File: src/rtl/cdc_handshake_fsm_1clk_if.sv
// Valid/ready source and destination ports of the req/ack transfer block.
// The block takes the slave view; the producer/consumer side takes master.
interface cdc_handshake_fsm_1clk_if #(
    parameter int DATA_WIDTH = 32
);
    logic [DATA_WIDTH-1:0] src_data_i;
    logic                  src_valid_i;
    logic                  src_ready_o;
    logic [DATA_WIDTH-1:0] dst_data_o;
    logic                  dst_valid_o;
    logic                  dst_ready_i;

    modport master (
        output src_data_i, src_valid_i, dst_ready_i,
        input  src_ready_o, dst_data_o, dst_valid_o
    );

    modport slave (
        input  src_data_i, src_valid_i, dst_ready_i,
        output src_ready_o, dst_data_o, dst_valid_o
    );
endinterface

File: src/rtl/cdc_handshake_fsm_1clk.sv
// Four-phase req/ack single-word transfer between a valid/ready source and
// destination, single-clock variant.
//
// state          | meaning
// S_IDLE         | source ready, waiting for src_valid
// S_WAIT_ACK_HI  | req raised, data_q held, waiting for synced ack high
// S_WAIT_ACK_LO  | req dropped, waiting for synced ack low
// D_IDLE         | waiting for synced req high
// D_VALID        | word presented on dst port until consumer takes it
// D_WAIT_REQ_LO  | ack raised, waiting for synced req low
module cdc_handshake_fsm_1clk #(
    parameter int DATA_WIDTH  = 32,
    parameter int SYNC_STAGES = 2   // must be at least 2
) (
    input  logic                      clk_i,
    input  logic                      rst_i,
    cdc_handshake_fsm_1clk_if.slave   bus
);
    typedef enum logic [1:0] {
        S_IDLE        = 2'd0,
        S_WAIT_ACK_HI = 2'd1,
        S_WAIT_ACK_LO = 2'd2
    } src_state_t;

    typedef enum logic [1:0] {
        D_IDLE        = 2'd0,
        D_VALID       = 2'd1,
        D_WAIT_REQ_LO = 2'd2
    } dst_state_t;

    src_state_t src_state, src_next;
    dst_state_t dst_state, dst_next;

    logic                   req_q, ack_q;
    logic                   req_next, ack_next;
    logic [SYNC_STAGES-1:0] req_sync_q, ack_sync_q;
    logic                   req_sync, ack_sync;
    logic [DATA_WIDTH-1:0]  data_q, dst_data_q;
    logic                   load_src, load_dst;

    assign req_sync = req_sync_q[SYNC_STAGES-1];
    assign ack_sync = ack_sync_q[SYNC_STAGES-1];

    // req/ack leave the domain straight from flops so the sync chains never see a glitch
    always_ff @(posedge clk_i) begin
        if (rst_i) begin
            src_state  <= S_IDLE;
            dst_state  <= D_IDLE;
            req_q      <= 1'b0;
            ack_q      <= 1'b0;
            req_sync_q <= '0;
            ack_sync_q <= '0;
            data_q     <= '0;
            dst_data_q <= '0;
        end else begin
            src_state  <= src_next;
            dst_state  <= dst_next;
            req_q      <= req_next;
            ack_q      <= ack_next;
            req_sync_q <= {req_sync_q[SYNC_STAGES-2:0], req_q};
            ack_sync_q <= {ack_sync_q[SYNC_STAGES-2:0], ack_q};
            if (load_src) data_q     <= bus.src_data_i;
            if (load_dst) dst_data_q <= data_q;
        end
    end

    always_comb begin
        src_next = src_state;
        case (src_state)
            S_IDLE:        if (bus.src_valid_i) src_next = S_WAIT_ACK_HI;
            S_WAIT_ACK_HI: if (ack_sync)        src_next = S_WAIT_ACK_LO;
            S_WAIT_ACK_LO: if (!ack_sync)       src_next = S_IDLE;
            default:                            src_next = S_IDLE;
        endcase

        dst_next = dst_state;
        case (dst_state)
            D_IDLE:        if (req_sync)        dst_next = D_VALID;
            D_VALID:       if (bus.dst_ready_i) dst_next = D_WAIT_REQ_LO;
            D_WAIT_REQ_LO: if (!req_sync)       dst_next = D_IDLE;
            default:                            dst_next = D_IDLE;
        endcase
    end

    always_comb begin
        req_next        = (src_next == S_WAIT_ACK_HI);
        ack_next        = (dst_next == D_WAIT_REQ_LO);
        load_src        = (src_state == S_IDLE) && bus.src_valid_i;
        load_dst        = (dst_state == D_IDLE) && req_sync;
        bus.src_ready_o = (src_state == S_IDLE) && !rst_i;
        bus.dst_valid_o = (dst_state == D_VALID);
        bus.dst_data_o  = dst_data_q;
    end
endmodule

File: src/flat_wrapper.sv
// flat-port wrapper written by rule: the top's interface ports become plain ports
module cdc_handshake_fsm_1clk_flat 
#(
    parameter int DATA_WIDTH  = 32,
    parameter int SYNC_STAGES = 2                        
)
  (clk_i, rst_i, bus_src_data_i, bus_src_valid_i, bus_dst_ready_i, bus_src_ready_o, bus_dst_data_o, bus_dst_valid_o);
  cdc_handshake_fsm_1clk_if #(.DATA_WIDTH(DATA_WIDTH)) bus_i ();
  input  logic clk_i;
  input  logic rst_i;
  input wire logic [$bits(bus_i.src_data_i)-1:0] bus_src_data_i;
  input wire logic [$bits(bus_i.src_valid_i)-1:0] bus_src_valid_i;
  input wire logic [$bits(bus_i.dst_ready_i)-1:0] bus_dst_ready_i;
  output wire logic [$bits(bus_i.src_ready_o)-1:0] bus_src_ready_o;
  output wire logic [$bits(bus_i.dst_data_o)-1:0] bus_dst_data_o;
  output wire logic [$bits(bus_i.dst_valid_o)-1:0] bus_dst_valid_o;
  assign bus_i.src_data_i = bus_src_data_i;
  assign bus_i.src_valid_i = bus_src_valid_i;
  assign bus_i.dst_ready_i = bus_dst_ready_i;
  assign bus_src_ready_o = bus_i.src_ready_o;
  assign bus_dst_data_o = bus_i.dst_data_o;
  assign bus_dst_valid_o = bus_i.dst_valid_o;
  cdc_handshake_fsm_1clk #(.DATA_WIDTH(DATA_WIDTH), .SYNC_STAGES(SYNC_STAGES)) u_core (.clk_i(clk_i), .rst_i(rst_i), .bus(bus_i));
endmodule
File: config.mk
export PLATFORM = sky130hd
export DESIGN_NAME = cdc_handshake_fsm_1clk_flat
export DESIGN_NICKNAME = d
export VERILOG_FILES = /design/src/rtl/cdc_handshake_fsm_1clk_if.sv /design/src/rtl/cdc_handshake_fsm_1clk.sv /design/src/flat_wrapper.sv
export SDC_FILE = /design/constraint.sdc
export NUM_CORES = 1
export LEC_CHECK = 0
export BUFFER_PORTS_ARGS = -buffer_cell sky130_fd_sc_hd__buf_2
export CAP_MARGIN = 20
export CORE_MARGIN = 2
export CORE_UTILIZATION = 46
export DETAILED_ROUTE_END_ITERATION = 8
export GPL_TIMING_DRIVEN = 0
export PLACE_DENSITY = 0.7
export SLEW_MARGIN = 30
export SYNTH_ARGS = -nofsm -noshare
export SYNTH_HDL_FRONTEND = slang
export SYNTH_SLANG_ARGS = --single-unit
File: constraint.sdc
create_clock -name clk_i -period 1.6 [get_ports clk_i]
set_input_delay 0.32 -clock clk_i [delete_from_list [all_inputs] [get_ports clk_i]]
set_output_delay 0.32 -clock clk_i [all_outputs]
set_load 0.01 [all_outputs]
==> impl_metrics.csv <==
group,metric,value,unit
run_status,outcome,"finished clean",
layout,final_area,3630,um2
synth,synth_nets,310,
global_routing,gr-total-overflow,0,
setup_path,worstPathArrival,1.10,ns
clock_network,cts_tree,"built",
setup_path,cp_cell_sequence,"clkbuf_1, clkbuf_4, nor3_1, buf_2",
setup_path,cpPeakStageDelay,0.33,ns
sta,relSlewSlack,74.1,%
worst_hold_path,min_path_type,"in2reg",
route,drc_errors,0,
sta,hold_viol,0,
synth,synth.cell_area,2970,um2
synth,postSynthAreaPerCell,10.8,um2
clock_network,clockBufferDepth,2,
setup_path,start_kind,"primary input",
synth,synth_area_leaders,"dfxtp_1 50%, mux2i_1 22%, nand2b_1 21%, clkbuf_1 1.4%, nor2b_1 1.1%",
place,dp_hpwl,3.92,mm
sta,fin_tns_setup,0,ns
layout,final_nets,388,
floorplan,core_area,6280,um2
synth,syn_inst,274,
route,wl,5.65,mm
global_routing,grt_pass1_vias,1989,
setup_path,critPathCaptureType,"output port",
global_routing,grt_pass1_wl,9.41,mm
synth,ys_seq_area_share,50.0,%
synth,synthDistinctLibCells,18,
route,drt_iter0_drc,73,
route,firstDrtPassIters,4,
synth,synthArstFlopShare,0,%
setup_path,rr_worst_depth,4,
synth,synth-edff-count,0,
setup_path,critPathMaxFanout,19,
global_routing,grt_use_total,16.8,%
floorplan,ioPinCount,70,
pwr,fin_total_pwr,3.92,mW
route,vias,2030,
synth,yosysMostFrequentCell,"nand2b_1",
setup_path,rr_endpoint,"u_core.data_q[19]",
floorplan,die_w,84.3,um
synth,synth_top_area_cell,"dfxtp_1",
place,dp.cells,419,
setup_path,crit_type,"in2out",
pwr,p_leak,1.66,nW
setup_path,r2r_setup_slack,0.19,ns
route,detail-route-antenna-nets,0,
layout,insertedDiodeCount,0,
route,wl_per_cell,13.0,um
run,max_cap_violations,0,
clock_network,cts_setup_buffers,0,
setup_path,critPathCapture,"bus_src_ready_o",
floorplan,die-area,7100,um2
clock_network,worst_skew_pair.late_latency,0.35,ns
synth,synthTopCellsByCount,"98 x nand2b_1, 74 x dfxtp_1, 64 x mux2i_1",
place,place_congestion,0.775,
clock_network,htreeDepth,3,
sta,fin_crit,1.42,ns
clock_network,numCtsBuffers,9,
floorplan,start_util,47.2,%
setup_path,critPathRequiredTime,1.28,ns
synth,yosysWarnings,0,
clock_network,clock-root-buffer,"clkbuf_8",
synth,synth-main-ff-cell,"dfxtp_1",
layout,areaGrowthSynthToFinish,22.4,%
synth,yosysTopAreaCellShare,50.0,%
sta,worst_slack,0.185,ns
global_routing,grt_max_degree,20,
place,dpl-instance-area,3400,um2
sta,drv_slew,0,
route,via_per_inst,4.68,
sta,finalCritPeriodShare,88.4,%
sta,fmax,707,MHz
layout,final_cell_count_no_fill,434,
clock_network,cts.sinks,74,
sta,finalSetupViolations,0,
floorplan,rows,29,
place,io_buffers,68,
setup_path,startpoint,"rst_i",
setup_path,cp_slowest_cell,"clkbuf_4",
sta,worst_slew_pin_slew,0.387,ns
floorplan,die_h,84.3,um
pwr,powerDensity,1080,nW/um2
setup_path,regToRegStartpoint,"u_core.src_state[0]",
pwr,ir_drop,0.000635,V
global_routing,antenna_found_initial,0,
synth,ys_ff_latch,74,
sta,clock_skew,0.00925,ns
clock_network,cts.clk_slew.worst_paths,0.08,ns
sta,rsz0062_at_grt,"false",
layout,drive_above_1_share,25.8,%
place,place_ws,-0.146,ns
how the worst min path moves through the flow:
stage | cells past startpoint | start | slack [ns] | end
floorplan | 1 | u_core.ack_q | 0.41 | u_core.ack_sync_q[0]
global placement | 1 | u_core.req_q | 0.42 | u_core.req_sync_q[0]
detailed placement | 1 | u_core.ack_sync_q[0] | 0.43 | u_core.ack_sync_q[1]
CTS | 2 | bus_dst_ready_i | 0.18 | u_core.dst_state[0]
global route | 2 | bus_dst_ready_i | 0.21 | u_core.dst_state[0]
finish | 2 | bus_dst_ready_i | 0.18 | u_core.dst_state[0]
power breakdown:
| part | total [mW] | internal, mW | switching (mW) |
|---|---|---|---|
| Combinational | 0.327 | 0.170 | 0.156 |
| Clock | 1.65 | 0.965 | 0.688 |
| Sequential | 1.94 | 1.91 | 0.0251 |
flip-flops by register name (all words and copies together) (netlist names):
register,count
u_core.dst_state,2
u_core.data_q,32
u_core.req_q,1
u_core.ack_q,1
u_core.src_state,2
u_core.bus.dst_data_o,32
u_core.ack_sync_q,2
u_core.req_sync_q,2
cell usage in the layout, fill, tap and decap left out, types with 2 or more instances in the layout:
master     instances
nand2b_1          98
dfxtp_1           74
buf_2             72
mux2i_1           64
clkbuf_1          11
clkbuf_8          11
nor2b_1            5
nor3b_1            2
nand3b_1           2
a21oi_1            2
a211oi_1           2
buf_6              2
bufinv_16          2
final cells by class:
cell class / instances / area, um2
Tap cell: 77 / 96.3
Buffer: 18 / 95.1
Fill cell: 570 / 2650
Sequential cell: 74 / 1480
Multi-Input combinational cell: 181 / 1390
Clock buffer: 12 / 155
Timing Repair Buffer: 68 / 340
Clock inverter: 4 / 73.8
critical path, delay by kind of cell:
kind | cells | cell delay [ns]
buf+inv | 3 | 0.71
simple gates | 1 | 0.06
metrics by stage:
stage / utilization, % / hold WS (ns)
after floorplan: - / 0.414
after global placement: 54.2 / 0.421
after detailed placement: 54.2 / 0.431
after CTS: 57.8 / 0.183
after global routing: 57.8 / 0.209
final: 57.8 / 0.185
routing by layer:
metal	up-vias	global-route usage [%]	routed length (um)
li1	1054	-	-
met1	914	22.0	2710
met2	51	25.4	2510
met3	11	5.01	326
met4	0	7.77	97
met5	-	0	0
logic make-up after synthesis:
family / Yosys count / share of synthesized area (%)
compound gates: 5 / 1.14
flops: 74 / 50.0
buf+inv: 19 / 3.25
simple gates: 111 / 23.8
mux: 64 / 21.6
xor+xnor: 1 / 0.295
repair_timing:
item | 4_1_cts | 5_1_grt
gates cloned | 0 | 0
gates resized for setup | 0 | 1
setup endpoints to repair | 1 | 1
hold buffers | 0 | 0
Power figures use the tool's default switching activity.
